File: config.mk
export PLATFORM = sky130hd
export DESIGN_NAME = clk_div_count_calc
export DESIGN_NICKNAME = d
export VERILOG_FILES = /design/src/rtl/clk_div_count_calc.sv
export SDC_FILE = /design/constraint.sdc
export NUM_CORES = 1
export LEC_CHECK = 0
export CORE_MARGIN = 5
export CORE_UTILIZATION = 50
export DETAILED_ROUTE_END_ITERATION = 10
export GPL_TIMING_DRIVEN = 0
export PLACE_DENSITY = 0.67
export REMOVE_ABC_BUFFERS = 1
export SETUP_SLACK_MARGIN = 0.1
export SLEW_MARGIN = 20
export SYNTH_ARGS = -nofsm -noshare
export SYNTH_HDL_FRONTEND = slang
export SYNTH_SLANG_ARGS = --single-unit
File: constraint.sdc
create_clock -name clk -period 7.4 [get_ports clk]
set_input_delay 0.74 -clock clk [delete_from_list [all_inputs] [get_ports clk]]
set_output_delay 0.74 -clock clk [all_outputs]
set_load 0.01 [all_outputs]
File: src/rtl/clk_div_count_calc.sv
// Derives an SD clock divider count from a CSD TRAN_SPEED byte (or INIT_RATE) by
// serial restoring division of CLK_FREQ. Optional macro CLK_DIV_ROUND_UP_EN rounds the quotient up.
module clk_div_count_calc #(
  parameter int CLK_FREQ   = 50_000_000,
  parameter int DIV_W      = 32,
  parameter int COUNT_W    = 16,
  parameter int RATE_SHIFT = 2,
  parameter int INIT_RATE  = 100_000
) (
  input  logic               clk,
  input  logic               reset,
  input  logic               start,
  input  logic               init_mode,
  input  logic [7:0]         tran_speed,
  output logic               busy,
  output logic               ok,
  output logic               err,
  output logic               sat,
  output logic               clk_div_reset,
  output logic [COUNT_W-1:0] count,
  output logic [1:0]         dbg_state
);

  localparam int ITER_W = (DIV_W > 1) ? $clog2(DIV_W) : 1;

  typedef enum logic [1:0] {IDLE, RATE, DIV, DONE} state_t;

  // Handshake: start is a level request taken only when the FSM sits in IDLE;
  // ok/err are single-cycle completion pulses, and busy covers every non-IDLE state.
  state_t              state_q, state_d;
  logic                init_q, init_d;
  logic [6:0]          ts_q, ts_d;
  logic [DIV_W-1:0]    rate_q, rate_d;
  logic [DIV_W-1:0]    rem_q, rem_d;
  logic [DIV_W-1:0]    quo_q, quo_d;
  logic [ITER_W-1:0]   iter_q, iter_d;
  logic                err_pend_q, err_pend_d;
  logic                ok_q, ok_d;
  logic                err_q, err_d;
  logic                sat_q, sat_d;
  logic                cdr_q, cdr_d;
  logic [COUNT_W-1:0]  count_q, count_d;

  logic [6:0]          mant;
  logic [DIV_W-1:0]    unit;
  logic                code_bad;
  logic [DIV_W-1:0]    rate_calc;
  logic [DIV_W:0]      rem_shift;
  logic [DIV_W:0]      q_ext;

  always_comb begin
    mant = 7'd0;
    case (ts_q[6:3])
      4'h1: mant = 7'd10;
      4'h2: mant = 7'd12;
      4'h3: mant = 7'd13;
      4'h4: mant = 7'd15;
      4'h5: mant = 7'd20;
      4'h6: mant = 7'd25;
      4'h7: mant = 7'd30;
      4'h8: mant = 7'd35;
      4'h9: mant = 7'd40;
      4'hA: mant = 7'd45;
      4'hB: mant = 7'd50;
      4'hC: mant = 7'd55;
      4'hD: mant = 7'd60;
      4'hE: mant = 7'd70;
      4'hF: mant = 7'd80;
      default: mant = 7'd0;
    endcase
    unit = '0;
    case (ts_q[2:0])
      3'd0: unit = DIV_W'(10_000);
      3'd1: unit = DIV_W'(100_000);
      3'd2: unit = DIV_W'(1_000_000);
      3'd3: unit = DIV_W'(10_000_000);
      default: unit = '0;
    endcase
    code_bad = (ts_q[6:3] == 4'h0) || ts_q[2];
    rate_calc = init_q ? DIV_W'(INIT_RATE) : ((DIV_W'(mant) * unit) >> RATE_SHIFT);
  end

  always_comb begin
    // The next dividend bit is the MSB of quo_q, which starts as CLK_FREQ and fills with quotient bits.
    rem_shift = {rem_q, quo_q[DIV_W-1]};
`ifdef CLK_DIV_ROUND_UP_EN
    q_ext = {1'b0, quo_q} + (DIV_W+1)'(rem_q != '0);
`else
    q_ext = {1'b0, quo_q};
`endif
  end

  always_comb begin
    state_d    = state_q;
    init_d     = init_q;
    ts_d       = ts_q;
    rate_d     = rate_q;
    rem_d      = rem_q;
    quo_d      = quo_q;
    iter_d     = iter_q;
    err_pend_d = err_pend_q;
    ok_d       = 1'b0;
    err_d      = 1'b0;
    sat_d      = sat_q;
    cdr_d      = ok_q;
    count_d    = count_q;
    case (state_q)
      IDLE: begin
        if (start) begin
          init_d  = init_mode;
          ts_d    = tran_speed[6:0];
          state_d = RATE;
        end
      end
      RATE: begin
        rate_d = rate_calc;
        rem_d  = '0;
        quo_d  = DIV_W'(CLK_FREQ);
        iter_d = '0;
        if ((!init_q && code_bad) || (rate_calc == '0)) begin
          err_pend_d = 1'b1;
          state_d    = DONE;
        end else begin
          err_pend_d = 1'b0;
          state_d    = DIV;
        end
      end
      DIV: begin
        if (rem_shift >= {1'b0, rate_q}) begin
          rem_d = DIV_W'(rem_shift - {1'b0, rate_q});
          quo_d = {quo_q[DIV_W-2:0], 1'b1};
        end else begin
          rem_d = rem_shift[DIV_W-1:0];
          quo_d = {quo_q[DIV_W-2:0], 1'b0};
        end
        iter_d = iter_q + 1'b1;
        if (iter_q == ITER_W'(DIV_W-1)) state_d = DONE;
      end
      DONE: begin
        if (err_pend_q) begin
          err_d = 1'b1;
        end else begin
          ok_d = 1'b1;
          if (|q_ext[DIV_W:COUNT_W]) begin
            sat_d   = 1'b1;
            count_d = '1;
          end else begin
            sat_d   = 1'b0;
            count_d = q_ext[COUNT_W-1:0];
          end
        end
        state_d = IDLE;
      end
      default: state_d = IDLE;
    endcase
  end

  always_ff @(posedge clk) begin
    if (reset) begin
      state_q    <= IDLE;
      init_q     <= 1'b0;
      ts_q       <= '0;
      rate_q     <= '0;
      rem_q      <= '0;
      quo_q      <= '0;
      iter_q     <= '0;
      err_pend_q <= 1'b0;
      ok_q       <= 1'b0;
      err_q      <= 1'b0;
      sat_q      <= 1'b0;
      cdr_q      <= 1'b0;
      count_q    <= '0;
    end else begin
      state_q    <= state_d;
      init_q     <= init_d;
      ts_q       <= ts_d;
      rate_q     <= rate_d;
      rem_q      <= rem_d;
      quo_q      <= quo_d;
      iter_q     <= iter_d;
      err_pend_q <= err_pend_d;
      ok_q       <= ok_d;
      err_q      <= err_d;
      sat_q      <= sat_d;
      cdr_q      <= cdr_d;
      count_q    <= count_d;
    end
  end

  assign busy          = (state_q != IDLE);
  assign ok            = ok_q;
  assign err           = err_q;
  assign sat           = sat_q;
  assign clk_div_reset = cdr_q;
  assign count         = count_q;
  assign dbg_state     = state_q;

endmodule

==> results of run 1 <==
## Yosys cell counts, types with 17 or more instances
cell type    n
clkbuf_1    41
nand3_1     37
inv_1      153
nor2b_1     18
nand2_1    102
ha_1        93
fa_1        70
dfxtp_1    134
a21oi_1     79
and2_1      22
mux2i_1     18
nor2_1     137
o21ai_0     43
nor3_1      27
xor2_1      18
a211oi_1    17
xnor2_1     18
## metal layers
layer	wire [um]	part of all wire [%]	up-vias	track usage (%)
met1	11900	48	4093	30.1
li1	-	-	4295	-
met2	11400	46	197	34.3
met3	1210	4.9	34	4.03
met4	354	1.4	0	5.00
met5	0	0	-	0
## sequential cells by signal, summed over array words and instances (netlist names)
| signal | cells |
|---|---|
| count | 16 |
| ok | 1 |
| dbg_state | 2 |
| clk_div_reset | 1 |
| quo_q | 32 |
| rate_q | 27 |
| rem_q | 32 |
| ts_q | 7 |
| init_q | 1 |
| sat | 1 |
| iter_q | 5 |
| err | 1 |
| mant | 7 |
| err_pend_q | 1 |
## worst max-delay path by stage
stage | end | slack [ns] | cells after the start
after floorplan | dbg_state[0]$_SDFFE_PP0P_ | 1.73 | 18
after global placement | err_pend_q$_SDFFE_PP0P_ | 0.70 | 19
after detailed placement | err_pend_q$_SDFFE_PP0P_ | 0.75 | 19
after CTS | err_pend_q$_SDFFE_PP0P_ | 0.69 | 19
after global routing | err_pend_q$_SDFFE_PP0P_ | 0.30 | 19
final | err_pend_q$_SDFFE_PP0P_ | 0.57 | 19
## power by group
group / total (mW) / switching [mW] / internal (mW)
sequential: 0.951 / 0.101 / 0.850
combinational: 3.06 / 1.89 / 1.16
clock: 0.903 / 0.384 / 0.519
total: 4.91 / 2.38 / 2.53
## cell type report
| class | instances | area (um2) |
|---|---|---|
| fillers | 1917 | 9290 |
| well taps | 275 | 344 |
| flip-flops and latches | 134 | 2680 |
| multi-input cells | 909 | 6980 |
| repair buffers | 35 | 375 |
| clock inverters | 15 | 201 |
| inverters | 155 | 582 |
| clock buffers | 17 | 425 |
## worst register-to-register path: stages (launching register included)
cell       delay, ns
dfxtp_1         0.73
nor2b_1         0.58
nand2_1         0.35
inv_1           0.21
nor2_1          0.08
fa_1            0.50
fa_1            0.44
fa_1            0.55
inv_1           0.05
fa_1            0.46
ha_1            0.44
inv_2           0.09
nor3_1          0.45
o211ai_1        0.23
and2_1          0.19
mux2_1          0.37
nand4bb_2       0.30
nor4_4          0.37
a21oi_1         0.12
a211oi_2        0.22
## stage by stage
stage / setup WS [ns] / std cells / utilization [%]
2_1_floorplan: 1.73 / 1198 / -
3_3_place_gp: 0.702 / 1506 / 52.2
3_5_place_dp: 0.753 / 1508 / 52.5
4_1_cts: 0.687 / 1540 / 55.5
5_1_grt: 0.297 / 1540 / 55.5
6_report: 0.575 / 1540 / 55.5
## cell families after synthesis
| group | Yosys count |
|---|---|
| mux | 21 |
| compound gates | 275 |
| simple gates | 414 |
| xor+xnor | 36 |
| buf+inv | 215 |
| fa+ha+maj | 163 |
| flops | 134 |
==> results.toml, run 1 <==
[status]
status = "complete, no violations"

[yosys]
synth-simple-area-share_pct = 18.9
synth_top_family_by_area = "adder cells"
ys_types = 83
synth_top_area_cell = "dfxtp_1"
ys_seq_area_share_pct = 25.5
synth_area_mm2 = 0.0105
synthAdderAreaFrac_pct = 24.4
avgSynthCellArea_um2 = 8.37
netlist.area_leader.share_pct = 25.5
synth_mux_area_share_pct = 2.07
synth-edff-count = 0
ys_warn_count = 0
synthCells = 1258
synth-compound-area-share_pct = 17.8
synth.area.top_cells = "dfxtp_1 25%, fa_1 13%, ha_1 11%, inv_1 5.5%, nor2_1 4.9%"
ys.flop_type = "dfxtp_1"
ys_seq_elements = 134
ys_async_sr_fraction_pct = 0
synth-xor-area-share_pct = 2.99

[critical_path]
end_kind = "flop"
worst_path_largest_cell_delay_ns = 0.73
regToRegStartpoint = "ts_q[1]$_SDFFE_PP0P_"
crit_fanout = 18
cp.arrival_ns = 7.17
crit_top_cell = "fa_1"
cp_cell_sequence = "nor2b_1, nand2_1, inv_1, nor2_1, fa_1, fa_1, fa_1, inv_1, fa_1, ha_1, inv_2, nor3_1, o211ai_1, and2_1, mux2_1, nand4bb_2, nor4_4, a21oi_1, a211oi_2"
crit_required_ns = 7.75
crit_slowest_cell = "dfxtp_1"
crit_path_start = "ts_q[1]$_SDFFE_PP0P_"
reg2reg_depth = 19
r2r_slack_ns = 0.57
worstReg2RegEnd = "err_pend_q$_SDFFE_PP0P_"
path_buf_inv = 3
start_kind = "flop"
crit_type = "reg2reg"
crit_family = "adder cells"

[timing]
finalCritPeriodShare_pct = 92.2
clock_skew_ns = 0.0145
worst_pin_slew_ns = 1.04
timing.fmax_mhz = 147
fin_worst_hold_slack_ns = 0.467
final_hold_viol_count = 0
finalSetupTns_ns = 0
rsz0062_at_grt = "false"
drv_slew = 0
setup_viol = 0
fin_crit_ns = 6.83
slew_headroom_pct = 30.7

[cts]
cts.hold.buffers_added = 0
cts_root_buffer = "clkbuf_16"
cts_inserted_buffers = 17
clk_pin_slew_ns = 0.07
clk_path_buf_depth = 2
cts_resized = 0
cts_htree_levels = 4
cts_tree = "yes"
postCtsSetupRepairBufs = 0
clkLatencyLatePin_ns = 0.43
cts_sinks = 134

[route]
vias = 8619
via_per_inst = 5.60
wl_um = 24900
drtIter0Drc = 577
dr.pass1.iters = 5
drc = 0
ant_nets = 0
routedWlPerCell_um = 16.1

[global_route]
grt_pass1_wl_um = 42500
grt_max_degree = 72
grt_overflow = 0
antenna_found_initial = 0
grt_usage_pct = 21.4
grt_pass1_vias = 8567

[final_layout]
final_area_mm2 = 0.0116
most-common-layout-cells = "153 x inv_1, 135 x nor2_1, 134 x dfxtp_1"
final_common_cell = "inv_1"
areaGrowthSynthToFinish_pct = 10.1
num_antenna_cells = 0
nets = 1427
drive_gt1_share_pct = 5.69

[die]
ios = 35
initial_utilization_pct = 50.4
core_area_mm2 = 0.0209
row_count = 53
dieWidth_um = 155
die_y_um = 155
dieArea_mm2 = 0.0241

[hold_path]
whs_path_depth = 1
min_to = "clk_div_reset$_SDFF_PP0_"
min_path_type = "reg2reg"
min_from = "ok$_SDFF_PP0_"

[place]
portBuffers = 33
gp_congestion = 0.900
placed_area_mm2 = 0.0110
dpl.hpwl_um = 18700

[pwr]
p_leak_nw = 5.05
power.total_mw = 4.91
vdd_drop_max_mv = 0.374
cellPowerDensity_mw_per_mm2 = 423

[flow_run]
max_cap_viol_count = 0
(Power assumes the default switching activity.)
==> run 2: changes to the inputs <==
Settings changed: DONT_BUFFER_PORTS set to 1, PLACE_DENSITY 0.67 to unset, SKIP_LAST_GASP set to 1.
==> results.toml, run 2 (synthesis results as in run 1) <==
[final_layout]
final_util_pct = 53.6
areaGrowthSynthToFinish_pct = 6.37
n_fill_cell = 2019
nets = 1393
num_antenna_cells = 0
drive_gt1_share_pct = 5.69
final_common_cell = "inv_1"
fin_cells = 1505
top_regs = "quo_q: 32 flops, rem_q: 32 flops, rate_q: 27 flops"
most-common-layout-cells = "153 x inv_1, 135 x nor2_1, 133 x dfxtp_1"

[cts]
cts_htree_levels = 4
postCtsSetupRepairBufs = 0
cts_resized = 0
cts.hold.buffers_added = 0
clk_pin_slew_ns = 0.07
cts_sinks = 134
cts_inserted_buffers = 17
cts_root_buffer = "clkbuf_16"
clk_path_buf_depth = 2
cts_tree = "yes"
clkLatencyLatePin_ns = 0.43

[timing]
final_hold_viol_count = 0
drv_slew = 0
fin_crit_ns = 6.81
timing.fmax_mhz = 147
finalCritPeriodShare_pct = 92.0
fin_ws_ns = 0.589
finalSetupTns_ns = 0
slew_headroom_pct = 32.2
worst_pin_slew_ns = 1.01
setup_viol = 0
clock_skew_ns = 0.0148
rsz0062_at_grt = "false"

[global_route]
grt_max_degree = 104
grt_overflow = 0
grt_pass1_wl_um = 43300
antenna_found_initial = 0
grt_usage_pct = 21.9
grt_pass1_vias = 8540

[route]
vias = 8395
via_per_inst = 5.58
ant_nets = 0
dr.pass1.iters = 6
wl_um = 25500
routedWlPerCell_um = 16.9
drc = 0
drtIter0Drc = 405

[flow_run]
max_cap_viol_count = 0

[hold_path]
min_path_type = "in2reg"

[critical_path]
crit_fanout = 18
start_kind = "flop"
end_kind = "flop"
cp.arrival_ns = 7.16
crit_required_ns = 7.75
crit_type = "reg2reg"

[place]
portBuffers = 0
gp_congestion = 0.925
post-place-ws_ns = 0.751
place_inst = 1474
dpl.hpwl_um = 19100

[pwr]
vdd_drop_max_mv = 0.311
power.total_mw = 4.85
p_leak_nw = 4.89
cellPowerDensity_mw_per_mm2 = 433

[die]
initial_utilization_pct = 50.4
ios = 35
die_y_um = 155
dieArea_mm2 = 0.0241
core_area_mm2 = 0.0209
row_count = 53
dieWidth_um = 155

[status]
status = "complete, no violations"
run 2: cell count changes in the layout (fill, tap and decap cells not counted), sizes merged:
cell           delta
inv               -2
clkdlybuf4s50    -32
buf               -2
clkinv            -1
clkinvlp          +2
run 2: area by class of cell:
cell class	count	area (um2)	area share (%)
inverter	155	582	5.19
tap	275	344	3.07
timing repair buffer	1	20.0	0.179
clock buffer	17	425	3.80
multi-input combinational	909	6980	62.3
sequential	134	2680	24.0
clock inverter	14	164	1.46
run 2: per-layer routing:
metal	share of wire [%]	global-route usage [%]
met3	5.9	4.81
met1	48	30.6
met2	44	34.5
met4	2.1	6.10
met5	0	0
run 2: final timing paths:
kind | slack, ns | endpoint | from | depth (start not counted)
worst max-delay path | 0.59 | dbg_state[0]$_SDFFE_PP0P_ | ts_q[1]$_SDFFE_PP0P_ | 19
worst min-delay path | 0.37 | quo_q[24]$_SDFFE_PP0P_ | reset | 1
worst max register to register | 0.59 | dbg_state[0]$_SDFFE_PP0P_ | ts_q[1]$_SDFFE_PP0P_ | 19
worst min register to register | 0.47 | iter_q[4]$_SDFFE_PP0P_ | iter_q[4]$_SDFFE_PP0P_ | 2
run 2: power breakdown:
part	switching [mW]	internal [mW]
clock network	0.368	0.504
registers	0.115	0.851
logic	1.89	1.12
total	2.38	2.47
run 2: through the flow:
step | area [um2] | hold WS [ns]
floorplan | 10200 | 0.423
global placement | 10600 | 0.446
detailed placement | 10600 | 0.454
CTS | 11200 | 0.363
global route | 11200 | 0.355
finish | 11200 | 0.369
run 2: critical path: stages (launching register included):
cell and delay [ns]:
dfxtp_1 0.73, nor2b_1 0.59, nand2_1 0.36, inv_1 0.16, fa_1 0.43, inv_1 0.08, fa_1 0.43, fa_1 0.55
inv_1 0.06, fa_1 0.49, ha_1 0.43, and3_1 0.27, nor4b_1 0.46, o211ai_1 0.27, nand4b_1 0.20, xor2_1 0.15
or4_4 0.58, nor3b_2 0.18, nand2_1 0.09, a221oi_2 0.23
==> run 3: changes to the inputs <==
Settings changed: ABC_AREA set to 0, CORE_UTILIZATION 50 to 66, PLACE_DENSITY set to 0.82.
==> results.toml, run 3 (synthesis results as in run 1) <==
[status]
status = "complete, no violations"

[final_layout]
drive_gt1_share_pct = 5.37
top_regs = "quo_q: 32 flops, rem_q: 32 flops, rate_q: 27 flops"
final_area_mm2 = 0.0111
most-common-layout-cells = "153 x inv_1, 136 x nor2_1, 134 x dfxtp_1"
multi_input_comb_area_mm2 = 0.00698
final_util_pct = 70.4
seq_area_mm2 = 0.00268
final_common_cell = "inv_1"
nets = 1392
num_antenna_cells = 0
n_fill_cell = 1235
areaGrowthSynthToFinish_pct = 5.41

[route]
via_per_inst = 6.05
drc = 0
drtIter0Drc = 636
vias = 8748
ant_nets = 0
wl_um = 24000
routedWlPerCell_um = 16.6
dr.pass1.iters = 6

[timing]
clock_skew_ns = 0.0224
finalSetupTns_ns = 0
rsz0062_at_grt = "false"
finalCritPeriodShare_pct = 90.0
fin_ws_ns = 0.738
fin_crit_ns = 6.66
worst_pin_slew_ns = 1.15
drv_slew = 0
timing.fmax_mhz = 150
setup_viol = 0
final_hold_viol_count = 0
slew_headroom_pct = 23.2

[die]
initial_utilization_pct = 66.8
ios = 35
die_y_um = 136
dieWidth_um = 136
core_area_mm2 = 0.0158
row_count = 46
dieArea_mm2 = 0.0186

[place]
gp_congestion = 0.994
placed_area_mm2 = 0.0105
dpl.hpwl_um = 17700
portBuffers = 0
post-place-ws_ns = 0.852

[critical_path]
regToRegStartpoint = "ts_q[1]$_SDFFE_PP0P_"
start_kind = "flop"
crit_path_start = "ts_q[1]$_SDFFE_PP0P_"
crit_fanout = 18
cp.arrival_ns = 7.01
end_kind = "flop"
crit_required_ns = 7.74
crit_type = "reg2reg"

[flow_run]
max_cap_viol_count = 0

[cts]
clk_path_buf_depth = 2
cts_tree = "yes"
cts_htree_levels = 4
cts_sinks = 134
cts_root_buffer = "clkbuf_16"
clk_pin_slew_ns = 0.06
cts_inserted_buffers = 17
cts_resized = 0
cts.hold.buffers_added = 0
clkLatencyLatePin_ns = 0.43
postCtsSetupRepairBufs = 0

[hold_path]
min_path_type = "in2reg"
min_from = "reset"

[pwr]
vdd_drop_max_mv = 0.400
p_leak_nw = 4.88
cellPowerDensity_mw_per_mm2 = 431

[global_route]
grt_pass1_vias = 8650
grt_pass1_wl_um = 40800
grt_usage_pct = 27.1
grt_max_degree = 104
grt_overflow = 0
antenna_found_initial = 0
-- run 3: worst paths after layout --
path	slack [ns]	cells past startpoint	endpoint
min	0.38	1	quo_q[18]$_SDFFE_PP0P_
max	0.74	18	err_pend_q$_SDFFE_PP0P_
max reg2reg	0.74	18	err_pend_q$_SDFFE_PP0P_
min reg2reg	0.47	2	iter_q[4]$_SDFFE_PP0P_
-- run 3: worst max-delay path, cell delays in order (launching register included) --
cell       delay (ns)
dfxtp_1          0.73
nand2b_1         0.31
nor2_1           0.51
inv_1            0.12
fa_1             0.50
fa_1             0.55
inv_1            0.05
fa_1             0.50
fa_1             0.47
ha_1             0.51
a21oi_1          0.15
o21ai_0          0.47
o211ai_1         0.22
and2_1           0.20
mux2_1           0.32
nand4bb_2        0.29
nor4_4           0.34
a21oi_1          0.12
a211oi_2         0.21
-- run 3: cell type report --
| type | instances | area share, % |
|---|---|---|
| Clock buffer | 19 | 3.99 |
| Clock inverter | 12 | 1.28 |
| Inverter | 155 | 5.24 |
| Multi-Input combinational cell | 909 | 62.9 |
| Sequential cell | 134 | 24.2 |
| Tap cell | 216 | 2.43 |
-- run 3: power breakdown --
group          internal, mW  switching, mW
clock                 0.510          0.344
combinational          1.11           1.85
sequential            0.851          0.125
total                  2.47           2.31
-- run 3: metrics by stage --
stage | hold slack (ns) | total power, mW | cells
floorplan | 0.423 | 3.24 | 1198
global placement | 0.445 | 3.79 | 1414
detailed placement | 0.448 | 3.88 | 1414
CTS | 0.378 | 4.76 | 1445
global route | 0.372 | 5.17 | 1445
finish | 0.376 | 4.78 | 1445
-- run 3: metal layers --
layer / GRT usage (%) / wire length (um)
met5: 0 / 0
met4: 8.68 / 531
met3: 6.85 / 1930
met2: 44.1 / 11300
met1: 35.5 / 10300
